===== config.mk =====
export PLATFORM = sky130hd
export DESIGN_NAME = debounce_pulse
export DESIGN_NICKNAME = d
export VERILOG_FILES = /design/src/rtl/debounce_pkg.sv /design/src/rtl/sync_2ff.sv /design/src/rtl/debounce_pulse.sv
export SDC_FILE = /design/constraint.sdc
export NUM_CORES = 1
export LEC_CHECK = 0
export ABC_AREA = 1
export CORE_UTILIZATION = 50
export DETAILED_ROUTE_END_ITERATION = 8
export PLACE_DENSITY = 0.68
export SETUP_SLACK_MARGIN = 0.3
export SYNTH_ARGS = -nofsm -noshare
export SYNTH_HDL_FRONTEND = slang
export SYNTH_SLANG_ARGS = --single-unit

===== constraint.sdc =====
create_clock -name clock -period 2.5 [get_ports clock]
set_input_delay 0.625 -clock clock [delete_from_list [all_inputs] [get_ports clock]]
set_output_delay 0.625 -clock clock [all_outputs]
set_load 0.02 [all_outputs]

===== src/rtl/debounce_pkg.sv =====
// Shared state codes for the pushbutton debouncer; used by the RTL debug
// decode and by anything that interprets the state port.
package debounce_pkg;

  typedef enum logic [1:0] {
    IDLE         = 2'd0,
    PRESS_WAIT   = 2'd1,
    PRESSED      = 2'd2,
    RELEASE_WAIT = 2'd3
  } state_t;

  // The debounced level is high while a press is accepted and not yet released.
  function automatic logic is_held(input state_t st);
    return (st == PRESSED) || (st == RELEASE_WAIT);
  endfunction

endpackage


===== src/rtl/sync_2ff.sv =====
// Two-flop synchroniser for a single asynchronous input; both stages clear on reset.
module sync_2ff (
  input  logic clock,
  input  logic rst,
  input  logic d,
  output logic q
);

  logic sync1_reg;
  logic sync2_reg;

  always_ff @(posedge clock or posedge rst) begin
    if (rst) begin
      sync1_reg <= 1'b0;
      sync2_reg <= 1'b0;
    end else begin
      sync1_reg <= d;
      sync2_reg <= sync1_reg;
    end
  end

  assign q = sync2_reg;

endmodule


===== src/rtl/debounce_pulse.sv =====
// Pushbutton conditioner: synchronise, debounce with a stable-count timer, and
// emit one w pulse per press. Define HOLD_REPEAT_EN for auto-repeat while held.
module debounce_pulse
  import debounce_pkg::*;
#(
  parameter int STABLE_CNT    = 16,
  parameter int CNT_W         = 20,
  parameter int ACTIVE_LOW    = 1,
  parameter int REPEAT_CYCLES = 32
) (
  input  logic       clock,
  input  logic       rst,
  input  logic       btn_raw,
  output logic       w,
  output logic       btn_level,
  output logic [1:0] state
);

  localparam int TIMER_MAX = (STABLE_CNT > REPEAT_CYCLES) ? STABLE_CNT : REPEAT_CYCLES;
  localparam logic [CNT_W-1:0] STABLE_LAST = CNT_W'(STABLE_CNT - 1);

  generate
    if (STABLE_CNT < 2 || longint'(TIMER_MAX) >= (longint'(1) << CNT_W)) begin : g_param_check
      $error("debounce_pulse: STABLE_CNT must be >= 2 and CNT_W wide enough for the timer");
    end
  endgenerate

  logic   p;
  logic   s;
  state_t state_reg;
  logic [CNT_W-1:0] cnt_reg;
  logic   w_reg;
  logic   level_reg;

  assign p = btn_raw ^ (ACTIVE_LOW != 0);

  sync_2ff u_sync (
    .clock (clock),
    .rst   (rst),
    .d     (p),
    .q     (s)
  );

`ifdef HOLD_REPEAT_EN
  localparam logic [CNT_W-1:0] REPEAT_LAST = CNT_W'(REPEAT_CYCLES - 1);
`endif

  always_ff @(posedge clock or posedge rst) begin
    if (rst) begin
      state_reg <= IDLE;
      cnt_reg   <= '0;
      w_reg     <= 1'b0;
      level_reg <= 1'b0;
    end else begin
      w_reg <= 1'b0;
      case (state_reg)
        IDLE: begin
          if (s) begin
            state_reg <= PRESS_WAIT;
            cnt_reg   <= '0;
          end
        end
        PRESS_WAIT: begin
          if (!s) begin
            state_reg <= IDLE;
            cnt_reg   <= '0;
          end else if (cnt_reg == STABLE_LAST) begin
            state_reg <= PRESSED;
            cnt_reg   <= '0;
            w_reg     <= 1'b1;
            level_reg <= is_held(PRESSED);
          end else begin
            cnt_reg <= cnt_reg + CNT_W'(1);
          end
        end
        PRESSED: begin
          if (!s) begin
            state_reg <= RELEASE_WAIT;
            cnt_reg   <= '0;
          end else begin
`ifdef HOLD_REPEAT_EN
            // Held button: re-fire every REPEAT_CYCLES edges after the accepting pulse.
            if (cnt_reg == REPEAT_LAST) begin
              cnt_reg <= '0;
              w_reg   <= 1'b1;
            end else begin
              cnt_reg <= cnt_reg + CNT_W'(1);
            end
`else
            cnt_reg <= '0;
`endif
          end
        end
        RELEASE_WAIT: begin
          // A bounce back to pressed resumes the held state without a new pulse.
          if (s) begin
            state_reg <= PRESSED;
            cnt_reg   <= '0;
          end else if (cnt_reg == STABLE_LAST) begin
            state_reg <= IDLE;
            cnt_reg   <= '0;
            level_reg <= is_held(IDLE);
          end else begin
            cnt_reg <= cnt_reg + CNT_W'(1);
          end
        end
        default: begin
          state_reg <= IDLE;
          cnt_reg   <= '0;
          level_reg <= 1'b0;
        end
      endcase
    end
  end

  assign w         = w_reg;
  assign btn_level = level_reg;
  assign state     = state_reg;

endmodule


## Yosys cells after proc, flatten, opt, wreduce, memory -nomap -nowiden

Cells that the tools add are included.

| operators by class | value |
|---|---|
| add/sub/neg operators | 1 |
| eq/ne operators | 12 |
| multiplexer cells | 20 |
| bitwise operators | 1 |
| reduce and logical (&&, ||, !) cells | 4 |

Operators by type and width:

| kind | number |
|---|---|
| two-way mux 20 bit | 4 |
| case mux 20 bit (4 select lines) | 1 |
| adder 20 x 1 -> 20 bit, second input constant | 1 |
| equality test 20 x 4 -> 1 bit, second input constant | 1 |
| two-way mux 2 bit | 6 |
| != test 2 bit, second input constant | 4 |
| case mux 2 bit (4 select lines) | 1 |
| two-way mux 1 bit | 7 |
| AND reduction 5 bit | 1 |
| equality test 2 bit, second input constant | 2 |
| != test 2 x 1 -> 1 bit, second input constant | 2 |
| AND reduction 4 bit | 1 |
| != test 3 x 2 -> 1 bit, second input constant | 1 |
| != test 3 bit, second input constant | 1 |
| equality test 2 x 1 -> 1 bit, second input constant | 1 |
| zero test 2 bit | 1 |
| case mux 1 bit (2 select lines) | 1 |
| nonzero test 2 bit | 1 |
| NOT 1 bit | 1 |

| word-level totals | value |
|---|---|
| flip-flop bits (word level) | 26 |
| bits of input ports | 3 |
| output and inout bits | 4 |

## Logic depth before layout (Yosys ltp)

| depth | value |
|---|---|
| word-level depth | 4 |
| gate-level depth with buffers | 9 |
| mapped depth without buffers | 9 |

## Modules after synthesis

Synthesis repeated with hierarchy kept, for this count alone.

| unflattened totals | value |
|---|---|
| cell total of the unflattened synthesis | 216 |
| area total of the unflattened synthesis | 1,572.8 um^2 |

Modules (own cells, without submodules):

| module | times used | cells each | area an instance (um^2) | seq. area each (um^2) |
|---|---|---|---|---|
| debounce_pulse | 1 | 213 | 1,519.0 | 600.6 |
| sync_2ff | 1 | 3 | 53.8 | 50.0 |

## Least setup slack after synthesis

Ideal clock, no wire load.

| timing path | value |
|---|---|
| kind | reg2reg |
| from | register cnt_reg[0] |
| to | register cnt_reg[12] |
| library setup time | 118 ps |
| arrival | 1,219 ps |
| path slack | 1,163 ps |
| cell stages (with the launch flop) | 9 |
| cells stage by stage | dfrtp_1 ha_1 nand2_1 nor2_1 nand3_2 nand2_2 nand2_8 inv_4 nor2_1 |

| between the ends | value |
|---|---|
| cells in the longest elaborated chain, start to end | 4 |

Ends and longest elaborated chain:

| item | line | source |
|---|---|---|
| from (decl) | debounce_pulse.sv:31 | `logic [CNT_W-1:0] cnt_reg;` |
| from (signal assigned) | debounce_pulse.sv:73 | `cnt_reg <= cnt_reg + CNT_W'(1);` |
| from (signal assigned) | debounce_pulse.sv:104 | `cnt_reg <= cnt_reg + CNT_W'(1);` |
| adder 20 x 1 -> 20 bit or equality test 20 x 4 -> 1 bit (tied branches) | -- |  |
| two-way mux 20 bit (*) | debounce_pulse.sv:67, debounce_pulse.sv:99 |  |
| two-way mux 20 bit (on tied branches) | debounce_pulse.sv:96, debounce_pulse.sv:64 |  |
| case mux 20 bit (4 select lines) (*) | debounce_pulse.sv:56 | `case (state_reg)` |

Every way passes the cells marked *; elsewhere a longest branch is shown, timed or not.
A chain may end at the register's enable or synchronous reset.

==> results.json <==
{
  "fin_crit_sh_pct": 80.5,
  "ctsResizeCount": 0,
  "crit_path_max_fanout": 4,
  "worstMarginPinSlew_ns": 0.400,
  "cellLeakagePower_nw": 0.761,
  "synth_top_cell_by_area": "dfrtp_1",
  "slowest_stage": "clkdlybuf4s50_1",
  "tns_ns": 0,
  "fill_cells": 258,
  "hpwl_um": 2160,
  "synth_ff_type": "dfrtp_1",
  "grt_pass1_vias": 1079,
  "drt_iter0_drc": 55,
  "synthXorXnorAreaFrac_pct": 6.42,
  "whs_ns": 0.380,
  "pwr-share-comb_pct": 6.4,
  "ir_drop_mv": 0.262,
  "p_int_mw": 0.528,
  "final_cells": 234,
  "post_cts_buffers": 0,
  "crit_type": "flip-flop to output pin",
  "h-tree-depth": 1,
  "place_congestion": 0.870,
  "cp-start-kind": "flip-flop",
  "fmax_mhz": 497,
  "grt_pass1_wl_um": 4910,
  "yosys_warnings": 0,
  "dr.pass1.iters": 4,
  "num_rows": 19,
  "ant_nets": 0,
  "ys_seq_elements": 26,
  "root_buffer": "clkbuf_4",
  "vias_per_cell": 4.95,
  "arrival_ns": 1.39,
  "crit_chain": "clkdlybuf4s50_1",
  "ys_types": 23,
  "async_flop_share_pct": 100,
  "fin_nets": 208,
  "areaGrowthSynthToFinish_pct": 8.50,
  "synth-compound-area-share_pct": 1.67,
  "status": "finished, final reports clean",
  "muxShareOfSynthArea_pct": 0,
  "grt_max_degree": 17,
  "die_w_um": 56.8,
  "seqPwrFrac_pct": 62.2,
  "rsz0062_at_grt": "no",
  "synthCells": 193,
  "clock_latency_ns": 0.33,
  "grt_overflow": 0,
  "synthAdderAreaFrac_pct": 0.833,
  "synth.top_cells.by_count": "nand2_1, nor2_1, dfrtp_1, inv_1",
  "drive_above_1_share_pct": 13.8,
  "post-route-min-period_ns": 2.01,
  "post_drt_wl_per_cell_um": 11.8,
  "worstPathRequired_ns": 1.88,
  "cts_tree": "yes",
  "synth.yosys.seq_area_share_pct": 43.3,
  "p_sw_share_pct": 23.7,
  "crit_buf_inv": 1,
  "netlist_area_mm2": 0.00150,
  "powerDensity_mw_per_mm2": 424,
  "die_area_mm2": 0.00323,
  "synth.most_common_cell": "nand2_1",
  "slew_headroom_pct": 73.3,
  "cts_buffers": 3,
  "core_area_mm2": 0.00281,
  "dr_wl_met2_um": 1340,
  "crit_path_end_kind": "output pin",
  "yosysTopAreaCellShare_pct": 43.3,
  "p_switching_mw": 0.163,
  "crit_family": "buffers and inverters",
  "antenna_found_initial": 0,
  "totalWireLength_um": 2770,
  "wl_met3_um": 112,
  "max_stage_delay_ns": 0.63,
  "die_h_um": 56.8,
  "cts_buffer_depth": 2,
  "grt_usage_pct": 20.4,
  "maxCapViolCount": 0,
  "met1_length_um": 1280,
  "hold_violations": 0,
  "vias": 1159,
  "cts_hold_buf": 0,
  "post-route-drc-count": 0,
  "setup_viol": 0,
  "syn_avg_cell_area_um2": 7.78,
  "clock_power_share_pct": 31.4,
  "cts.sinks": 26,
  "synth_top_family_by_area": "simple AND/OR/NAND/NOR gates",
  "dp_cells": 230,
  "hold_path_class": "flip-flop to flip-flop",
  "highest_layer": "met4",
  "cts.clk_slew.worst_paths_ns": 0.14,
  "start_util_pct": 53.5,
  "n_antenna_cell": 0,
  "slew_violations": 0,
  "io_pins": 7,
  "synth_simple_gate_area_share_pct": 40.1,
  "clock_skew_ns": 0.00460,
  "synth_edf_count": 0,
  "synthesis.nets": 197,
  "port_buffers": 6,
  "largest_register_ffs": 20,
  "ys_top_cells_by_area": "dfrtp_1, nand2_1, nor2_1"
}
-- cell type report --
cell class	count	area [um2]	area share, %
Multi-Input combinational cell	140	736	45.2
Sequential cell	26	651	39.9
Inverter	26	100	6.14
Timing Repair Buffer	7	67.6	4.15
Tap cell	31	38.8	2.38
Clock buffer	4	36.3	2.23
-- worst reg2reg max path: stages (launching register included) --
cell and delay [ns]:
dfrtp_1 0.42, ha_1 0.20, nand2_1 0.08, nor2_1 0.22, nand3_2 0.14, nand2_2 0.19
nand2_8 0.09, inv_4 0.13, nor2_1 0.07
-- worst paths after layout --
check,startpoint,end,slack (ns),cells after the start
max in group asynchronous,rst,cnt_reg[14],1.38,3
worst max-delay path,flip-flop,state[1],0.49,1
worst min-delay path,u_sync.sync1_reg,u_sync.q,0.38,0
worst min register to register,u_sync.sync1_reg,u_sync.q,0.38,0
worst max register to register,cnt_reg[0],cnt_reg[12],0.89,8
min in group asynchronous,rst,btn_level,0.55,2
-- layout by cell type, fill, tap and decap left out --
| cell | instances |
|---|---|
| nor3_1 | 4 |
| clkdlybuf4s50_1 | 6 |
| nand2_8 | 1 |
| nand2_1 | 51 |
| nand2_2 | 4 |
| xor2_1 | 7 |
| nand3b_4 | 1 |
| dfrtp_1 | 26 |
| nand4_1 | 2 |
| o21ai_0 | 5 |
| xnor2_1 | 4 |
| nand3_1 | 7 |
| nand3_2 | 3 |
| nor4b_1 | 1 |
| nor2_4 | 3 |
| clkbuf_4 | 3 |
| inv_1 | 23 |
| nor2_2 | 7 |
| nand2_4 | 1 |
| nand3b_1 | 2 |
| inv_2 | 2 |
| buf_4 | 1 |
| inv_4 | 1 |
| ha_1 | 1 |
| clkbuf_8 | 1 |
| nor2_1 | 36 |
-- power groups by stage --
stage	Combinational [mW]	Sequential (mW)	Clock, mW
2_1_floorplan	0.0321	0.438	0
3_3_place_gp	0.0436	0.437	0
3_5_place_dp	0.0452	0.438	0
4_1_cts	0.0453	0.430	0.227
5_1_grt	0.0498	0.431	0.233
6_report	0.0443	0.430	0.217
-- routing by layer --
layer | global-route usage, % | up-vias
li1 | - | 608
met1 | 28.1 | 526
met2 | 32.3 | 21
met3 | 2.07 | 4
met4 | 9.76 | 0
met5 | 0 | -
-- stage by stage --
step	area, um2	worst slack [ns]	power [mW]	util (%)
5_1_grt	1630	0.424	0.714	58.1
3_5_place_dp	1590	0.852	0.483	56.8
4_1_cts	1630	0.465	0.702	58.1
3_3_place_gp	1590	0.872	0.481	56.8
2_1_floorplan	1500	1.16	0.470	-
6_report	1630	0.488	0.691	58.1
-- logic make-up (layout without fill, tap and decap cells) --
kind of cell / Yosys count / after routing
compound gates: 5 / 5
xor+xnor: 11 / 11
fa+ha+maj: 1 / 1
buf+inv: 27 / 37
flops: 26 / 26
simple gates: 123 / 123
(Power assumes the default switching activity.)
